===== config.mk =====
export PLATFORM = sky130hd
export DESIGN_NAME = cdi_rom_loader
export DESIGN_NICKNAME = d
export VERILOG_FILES = /design/src/rtl/cdi_rom_loader.sv
export SDC_FILE = /design/constraint.sdc
export NUM_CORES = 1
export LEC_CHECK = 0
export ABC_CLOCK_PERIOD_IN_PS = 3700
export CORE_MARGIN = 2
export CORE_UTILIZATION = 38
export DETAILED_ROUTE_END_ITERATION = 8
export PLACE_DENSITY = 0.57
export SKIP_CTS_REPAIR_TIMING = 1
export SYNTH_ARGS = -nofsm -noshare
export SYNTH_HDL_FRONTEND = slang
export SYNTH_SLANG_ARGS = --single-unit

===== constraint.sdc =====
create_clock -name i_clk -period 3.7 [get_ports i_clk]
set_input_delay 0.555 -clock i_clk [delete_from_list [all_inputs] [get_ports i_clk]]
set_output_delay 0.555 -clock i_clk [all_outputs]
set_load 0.01 [all_outputs]

===== src/rtl/cdi_rom_loader.sv =====
// rtl/cdi_rom_loader.sv - HPS ioctl byte stream to big-endian 16-bit ROM word store loader
module cdi_rom_loader #(
  parameter logic [7:0] ROM_INDEX  = 8'h00,
  parameter int         ROM_WORDS  = 262144,
  parameter int         RESET_HOLD = 16
) (
  input  logic                          i_clk,
  input  logic                          i_reset,
  input  logic                          i_ioctl_download,
  input  logic [7:0]                    i_ioctl_index,
  input  logic                          i_ioctl_wr,
  input  logic [24:0]                   i_ioctl_addr,
  input  logic [7:0]                    i_ioctl_dout,
  output logic                          o_ioctl_wait,
  output logic                          o_rom_we,
  output logic [$clog2(ROM_WORDS)-1:0]  o_rom_addr,
  output logic [15:0]                   o_rom_wdata,
  input  logic                          i_rom_ready,
  output logic                          o_cpu_reset_hold,
  output logic                          o_rom_valid,
  output logic [15:0]                   o_rom_checksum,
  output logic                          o_rom_overflow
);

  localparam int          AW         = $clog2(ROM_WORDS);
  localparam int          HW         = $clog2(RESET_HOLD + 1);
  localparam logic [24:0] BYTE_LIMIT = 25'(2 * ROM_WORDS);

  typedef enum logic [1:0] {
    S_IDLE,
    S_COLLECT,
    S_WRITE,
    S_FINISH
  } state_t;

  state_t          r_state;
  logic [7:0]      r_hi;
  logic            r_pending;
  logic [AW-1:0]   r_pend_addr;
  logic            r_second;
  logic [AW-1:0]   r_next_addr;
  logic [15:0]     r_next_data;
  logic            r_end;
  logic            r_any;
  logic [HW-1:0]   r_hold;
  logic            r_ioctl_wait;
  logic            r_rom_we;
  logic [AW-1:0]   r_rom_addr;
  logic [15:0]     r_rom_wdata;
  logic            r_rom_valid;
  logic [15:0]     r_checksum;
  logic            r_overflow;

  logic            w_active;
  logic            w_in_range;
  logic [AW-1:0]   w_word_addr;

  assign w_active    = i_ioctl_download && (i_ioctl_index == ROM_INDEX);
  assign w_in_range  = i_ioctl_addr < BYTE_LIMIT;
  assign w_word_addr = i_ioctl_addr[AW:1];

  // Loader state machine: byte pairing, store handshake, checksum and reset-hold timer
  always_ff @(posedge i_clk) begin
    if (i_reset) begin
      r_state      <= S_IDLE;
      r_hi         <= 8'h00;
      r_pending    <= 1'b0;
      r_pend_addr  <= '0;
      r_second     <= 1'b0;
      r_next_addr  <= '0;
      r_next_data  <= 16'h0000;
      r_end        <= 1'b0;
      r_any        <= 1'b0;
      r_hold       <= '0;
      r_ioctl_wait <= 1'b0;
      r_rom_we     <= 1'b0;
      r_rom_addr   <= '0;
      r_rom_wdata  <= 16'h0000;
      r_rom_valid  <= 1'b0;
      r_checksum   <= 16'h0000;
      r_overflow   <= 1'b0;
    end else begin
      case (r_state)
        S_IDLE: begin
          if (r_hold != '0) r_hold <= r_hold - 1'b1;
          if (w_active) begin
            r_rom_valid <= 1'b0;
            r_checksum  <= 16'h0000;
            r_overflow  <= 1'b0;
            r_pending   <= 1'b0;
            r_any       <= 1'b0;
            r_second    <= 1'b0;
            r_end       <= 1'b0;
            r_state     <= S_COLLECT;
          end
        end

        S_COLLECT: begin
          if (!w_active) begin
            // Transfer ended: a lone high byte still has to reach the store
            if (r_pending) begin
              r_rom_addr   <= r_pend_addr;
              r_rom_wdata  <= {r_hi, 8'hFF};
              r_rom_we     <= 1'b1;
              r_ioctl_wait <= 1'b1;
              r_end        <= 1'b1;
              r_state      <= S_WRITE;
            end else begin
              r_state <= S_FINISH;
            end
          end else if (i_ioctl_wr) begin
            if (!w_in_range) begin
              r_overflow <= 1'b1;
            end else if (!i_ioctl_addr[0]) begin
              r_hi        <= i_ioctl_dout;
              r_pending   <= 1'b1;
              r_pend_addr <= w_word_addr;
            end else begin
              r_rom_we     <= 1'b1;
              r_ioctl_wait <= 1'b1;
              r_state      <= S_WRITE;
              if (r_pending && (r_pend_addr != w_word_addr)) begin
                // Orphaned high byte goes out first, the odd byte's word queues behind it
                r_rom_addr  <= r_pend_addr;
                r_rom_wdata <= {r_hi, 8'hFF};
                r_second    <= 1'b1;
                r_next_addr <= w_word_addr;
                r_next_data <= {8'hFF, i_ioctl_dout};
              end else begin
                r_rom_addr  <= w_word_addr;
                r_rom_wdata <= {(r_pending ? r_hi : 8'hFF), i_ioctl_dout};
              end
            end
          end
        end

        S_WRITE: begin
          if (i_rom_ready) begin
            r_checksum <= r_checksum + r_rom_wdata;
            r_any      <= 1'b1;
            r_pending  <= 1'b0;
            if (r_second) begin
              r_second    <= 1'b0;
              r_rom_addr  <= r_next_addr;
              r_rom_wdata <= r_next_data;
            end else begin
              r_rom_we     <= 1'b0;
              r_ioctl_wait <= 1'b0;
              r_state      <= r_end ? S_FINISH : S_COLLECT;
            end
          end
        end

        S_FINISH: begin
          r_rom_valid <= !r_overflow && r_any;
          r_hold      <= HW'(RESET_HOLD);
          r_end       <= 1'b0;
          r_state     <= S_IDLE;
        end

        default: r_state <= S_IDLE;
      endcase
    end
  end

  assign o_ioctl_wait     = r_ioctl_wait;
  assign o_rom_we         = r_rom_we;
  assign o_rom_addr       = r_rom_addr;
  assign o_rom_wdata      = r_rom_wdata;
  assign o_rom_valid      = r_rom_valid;
  assign o_rom_checksum   = r_checksum;
  assign o_rom_overflow   = r_overflow;
  assign o_cpu_reset_hold = !r_rom_valid || (r_state != S_IDLE) || (r_hold != '0);

endmodule


==> impl_metrics.json <==
{
  "outcome": "finished, final reports clean",
  "hpwl_mm": 12.8,
  "ys_warn_count": 0,
  "die_area_sq_um": 18100,
  "finalCriticalPeriod_ns": 3.11,
  "avgViaCountPerCell": 5.59,
  "ys.flop_type": "dfxtp_1",
  "setup_viol": 0,
  "fin_nets": 932,
  "first_iter_violations": 427,
  "io_pins": 101,
  "clock_latency_ns": 0.41,
  "antenna_found_initial": 0,
  "rsz0062_at_grt": "false",
  "slew_headroom_pct": 28.1,
  "whs_ns": 0.452,
  "avgSynthCellArea_sq_um": 8.16,
  "grt_pass1_vias": 5865,
  "grt_first_pass_wirelength_mm": 30.1,
  "drt_first_pass_iters": 5,
  "timing.fmax_mhz": 322,
  "hold_viol": 0,
  "path_max_fanout": 29,
  "path_class": "reg2reg",
  "p_per_area_nw_per_um2": 416,
  "gp_congestion": 0.828,
  "slew_viol_final": 0,
  "skew_ns": 0.00393,
  "finalWirelength_mm": 18.7,
  "grt_usage_pct": 20.9,
  "synth_seq_area_share_pct": 36.2,
  "core_area_sq_um": 16600,
  "grt_max_degree": 71,
  "dr_total_vias": 6155,
  "critPathArrivalTime_ns": 3.43,
  "peakVddDrop_mv": 0.315,
  "ff2ff_path_depth": 7,
  "syn-cell-area_sq_um": 6470,
  "routedWlPerCell_um": 16.9,
  "startpoint_type": "register",
  "ys_seq_elements": 117,
  "tns_ns": 0,
  "max_cap_viol_count": 0,
  "crit_required_ns": 4.02,
  "overflow": 0,
  "drtAntennaViolNets": 0,
  "rr_endpoint": "o_rom_addr[13]$_SDFFE_PP0P_",
  "min_to": "r_next_addr[10]$_SDFFE_PP0P_",
  "cts_tree": "built",
  "drc_errors": 0,
  "cp_cell_sequence": "nor2b_1 > nand2_1 > o21ai_1 > o221a_2 > buf_4 > nand4b_1 > o221ai_1",
  "synth_cell_types": 66,
  "clkSinkCount": 117,
  "rrSetupSlack_ns": 0.59,
  "path_buf_inv": 1,
  "crit_slowest_cell": "dfxtp_1",
  "cp_slowest_stage_delay_ns": 0.82,
  "diodes": 0,
  "numCtsBuffers": 17,
  "num_rows": 47,
  "die_x_um": 134,
  "ff_latch_area_sq_um": 2340,
  "syn_nets": 856,
  "cp_top_family": "compound AO/OA/AOI/OAI gates",
  "p_leak_nw": 2.96,
  "drive_gt1_share_pct": 8.29,
  "cp-end-kind": "register",
  "cts_max_path_buffers": 2,
  "start_util_pct": 39.0,
  "hold_path.class": "reg2reg",
  "syn-instance-count": 792,
  "hold_path_startpoint": "r_next_addr[10]$_SDFFE_PP0P_",
  "portBuffers": 100,
  "r2r_start": "r_state[1]$_SDFFE_PP0P_",
  "multi_input_area_sq_um": 3800,
  "finalCritPeriodShare_pct": 84.0,
  "die_y_um": 134,
  "fillCellCount": 1606,
  "ys_async_sr_fraction_pct": 0,
  "synth-edff-count": 0,
  "area_growth_pct": 27.4,
  "max_slew.worst_pin.slew_ns": 1.08,
  "root_buffer": "clkbuf_16",
  "ctsHtreeMaxLevel": 4,
  "cts.clk_slew.worst_paths_ns": 0.05,
  "whs_path_depth": 2
}
[sequential cells by signal (all words and copies together) (netlist names), 2 cells and up]
register / count
r_next_data: 9
r_state: 2
o_rom_checksum: 16
r_hold: 5
r_pend_addr: 18
r_next_addr: 18
r_hi: 8
o_rom_wdata: 16
o_rom_addr: 18
[cell usage after synthesis, types with 16 or more instances]
| cell type | instances | share of area (%) |
|---|---|---|
| a21oi_1 | 54 | 4.2 |
| and4_1 | 16 | 2.2 |
| clkbuf_1 | 40 | 2.3 |
| dfxtp_1 | 117 | 36 |
| ha_1 | 17 | 3.3 |
| mux2i_1 | 29 | 4.5 |
| nand2_1 | 131 | 7.6 |
| nand2b_1 | 21 | 2.0 |
| nand4b_1 | 16 | 2.2 |
| nor2_1 | 91 | 5.3 |
| nor3_1 | 29 | 2.2 |
| o21ai_0 | 16 | 1.2 |
| o221ai_1 | 33 | 4.5 |
| xnor2_1 | 22 | 3.0 |
[where the power goes]
group          switching (mW)  internal, mW
Sequential             0.0231          1.28
Clock                   0.593          1.23
Combinational           0.162         0.140
Total                   0.777          2.65
[layout make-up]
type	count	area share, %
inverter	11	0.501
sequential	117	28.4
timing repair buffer	116	13.6
multi-input combinational	605	46.2
clock inverter	13	2.48
clock buffer	19	5.50
tap	220	3.34
[worst max-delay path by stage]
stage	startpoint	endpoint	slack (ns)	cells after the start
after floorplan	o_rom_wdata[12]$_SDFFE_PP0P_	o_rom_checksum[14]$_SDFFE_PP0P_	1.48	6
after global placement	i_ioctl_addr[14]	r_next_addr[9]$_SDFFE_PP0P_	0.54	7
after detailed placement	i_ioctl_index[3]	o_rom_addr[13]$_SDFFE_PP0P_	0.47	8
after CTS	r_state[1]$_SDFFE_PP0P_	o_rom_addr[13]$_SDFFE_PP0P_	0.57	7
after global routing	r_state[1]$_SDFFE_PP0P_	o_rom_addr[7]$_SDFFE_PP0P_	0.41	7
final	r_state[1]$_SDFFE_PP0P_	o_rom_addr[13]$_SDFFE_PP0P_	0.59	7
[metal layers]
layer | vias up | global-route usage, % | part of all wire [%]
li1 | 3029 | - | -
met3 | 23 | 3.40 | 4.7
met2 | 186 | 34.9 | 48
met1 | 2917 | 26.9 | 45
met4 | 0 | 8.42 | 1.8
met5 | - | 0 | 0
[per-stage QoR]
| step | cell area, sq um | total power [mW] | setup WS [ns] | utilization [%] | cells |
|---|---|---|---|---|---|
| after floorplan | 6470 | 1.52 | 1.48 | - | 792 |
| after global placement | 7580 | 1.62 | 0.545 | 45.7 | 1069 |
| after detailed placement | 7580 | 1.63 | 0.474 | 45.7 | 1069 |
| after CTS | 8240 | 3.46 | 0.572 | 49.7 | 1101 |
| after global routing | 8240 | 3.56 | 0.411 | 49.7 | 1101 |
| final | 8240 | 3.43 | 0.590 | 49.7 | 1101 |
[cell families (layout without fill, tap and decap cells)]
kind of cell,after synthesis,after routing,share of synthesized area (%)
flip-flops,117,117,36.2
AO/OA/AOI/OAI,184,184,20.8
buffers and inverters,70,159,5.03
adder cells (fa/ha/maj),18,18,3.60
multiplexers,29,29,4.49
XOR/XNOR,25,25,3.39
AND/OR/NAND/NOR,349,349,26.5
[worst min-delay path: stages, from the launching register on]
cell,delay (ns)
dfxtp_1,0.31
nand2_1,0.05
a21oi_1,0.05
[cell usage in the layout (no fill, tap or decap), types with 4 or more instances in the layout]
cell	synthesis	final
a22o_1	4	4
nand2_1	131	131
o211ai_1	12	12
ha_1	17	17
a211oi_1	5	5
clkinv_2	0	4
a21oi_2	6	6
o221a_2	9	9
buf_4	2	17
inv_1	11	11
xnor2_1	22	22
clkdlybuf4s50_1	0	99
bufinv_16	0	5
mux2i_1	29	29
nor2b_1	4	4
o221ai_1	33	33
nand4b_1	16	16
or3_1	5	5
nor3_1	29	28
nor2_1	91	91
a21oi_1	54	54
o21ai_0	16	16
nand4_1	8	8
nand3_1	10	10
a21o_1	5	5
and4_1	16	16
nand2b_1	21	21
a22oi_1	6	6
dfxtp_1	117	117
a31oi_1	6	6
clkbuf_16	0	17
No activity file was read; power rests on OpenSTA's default activity.
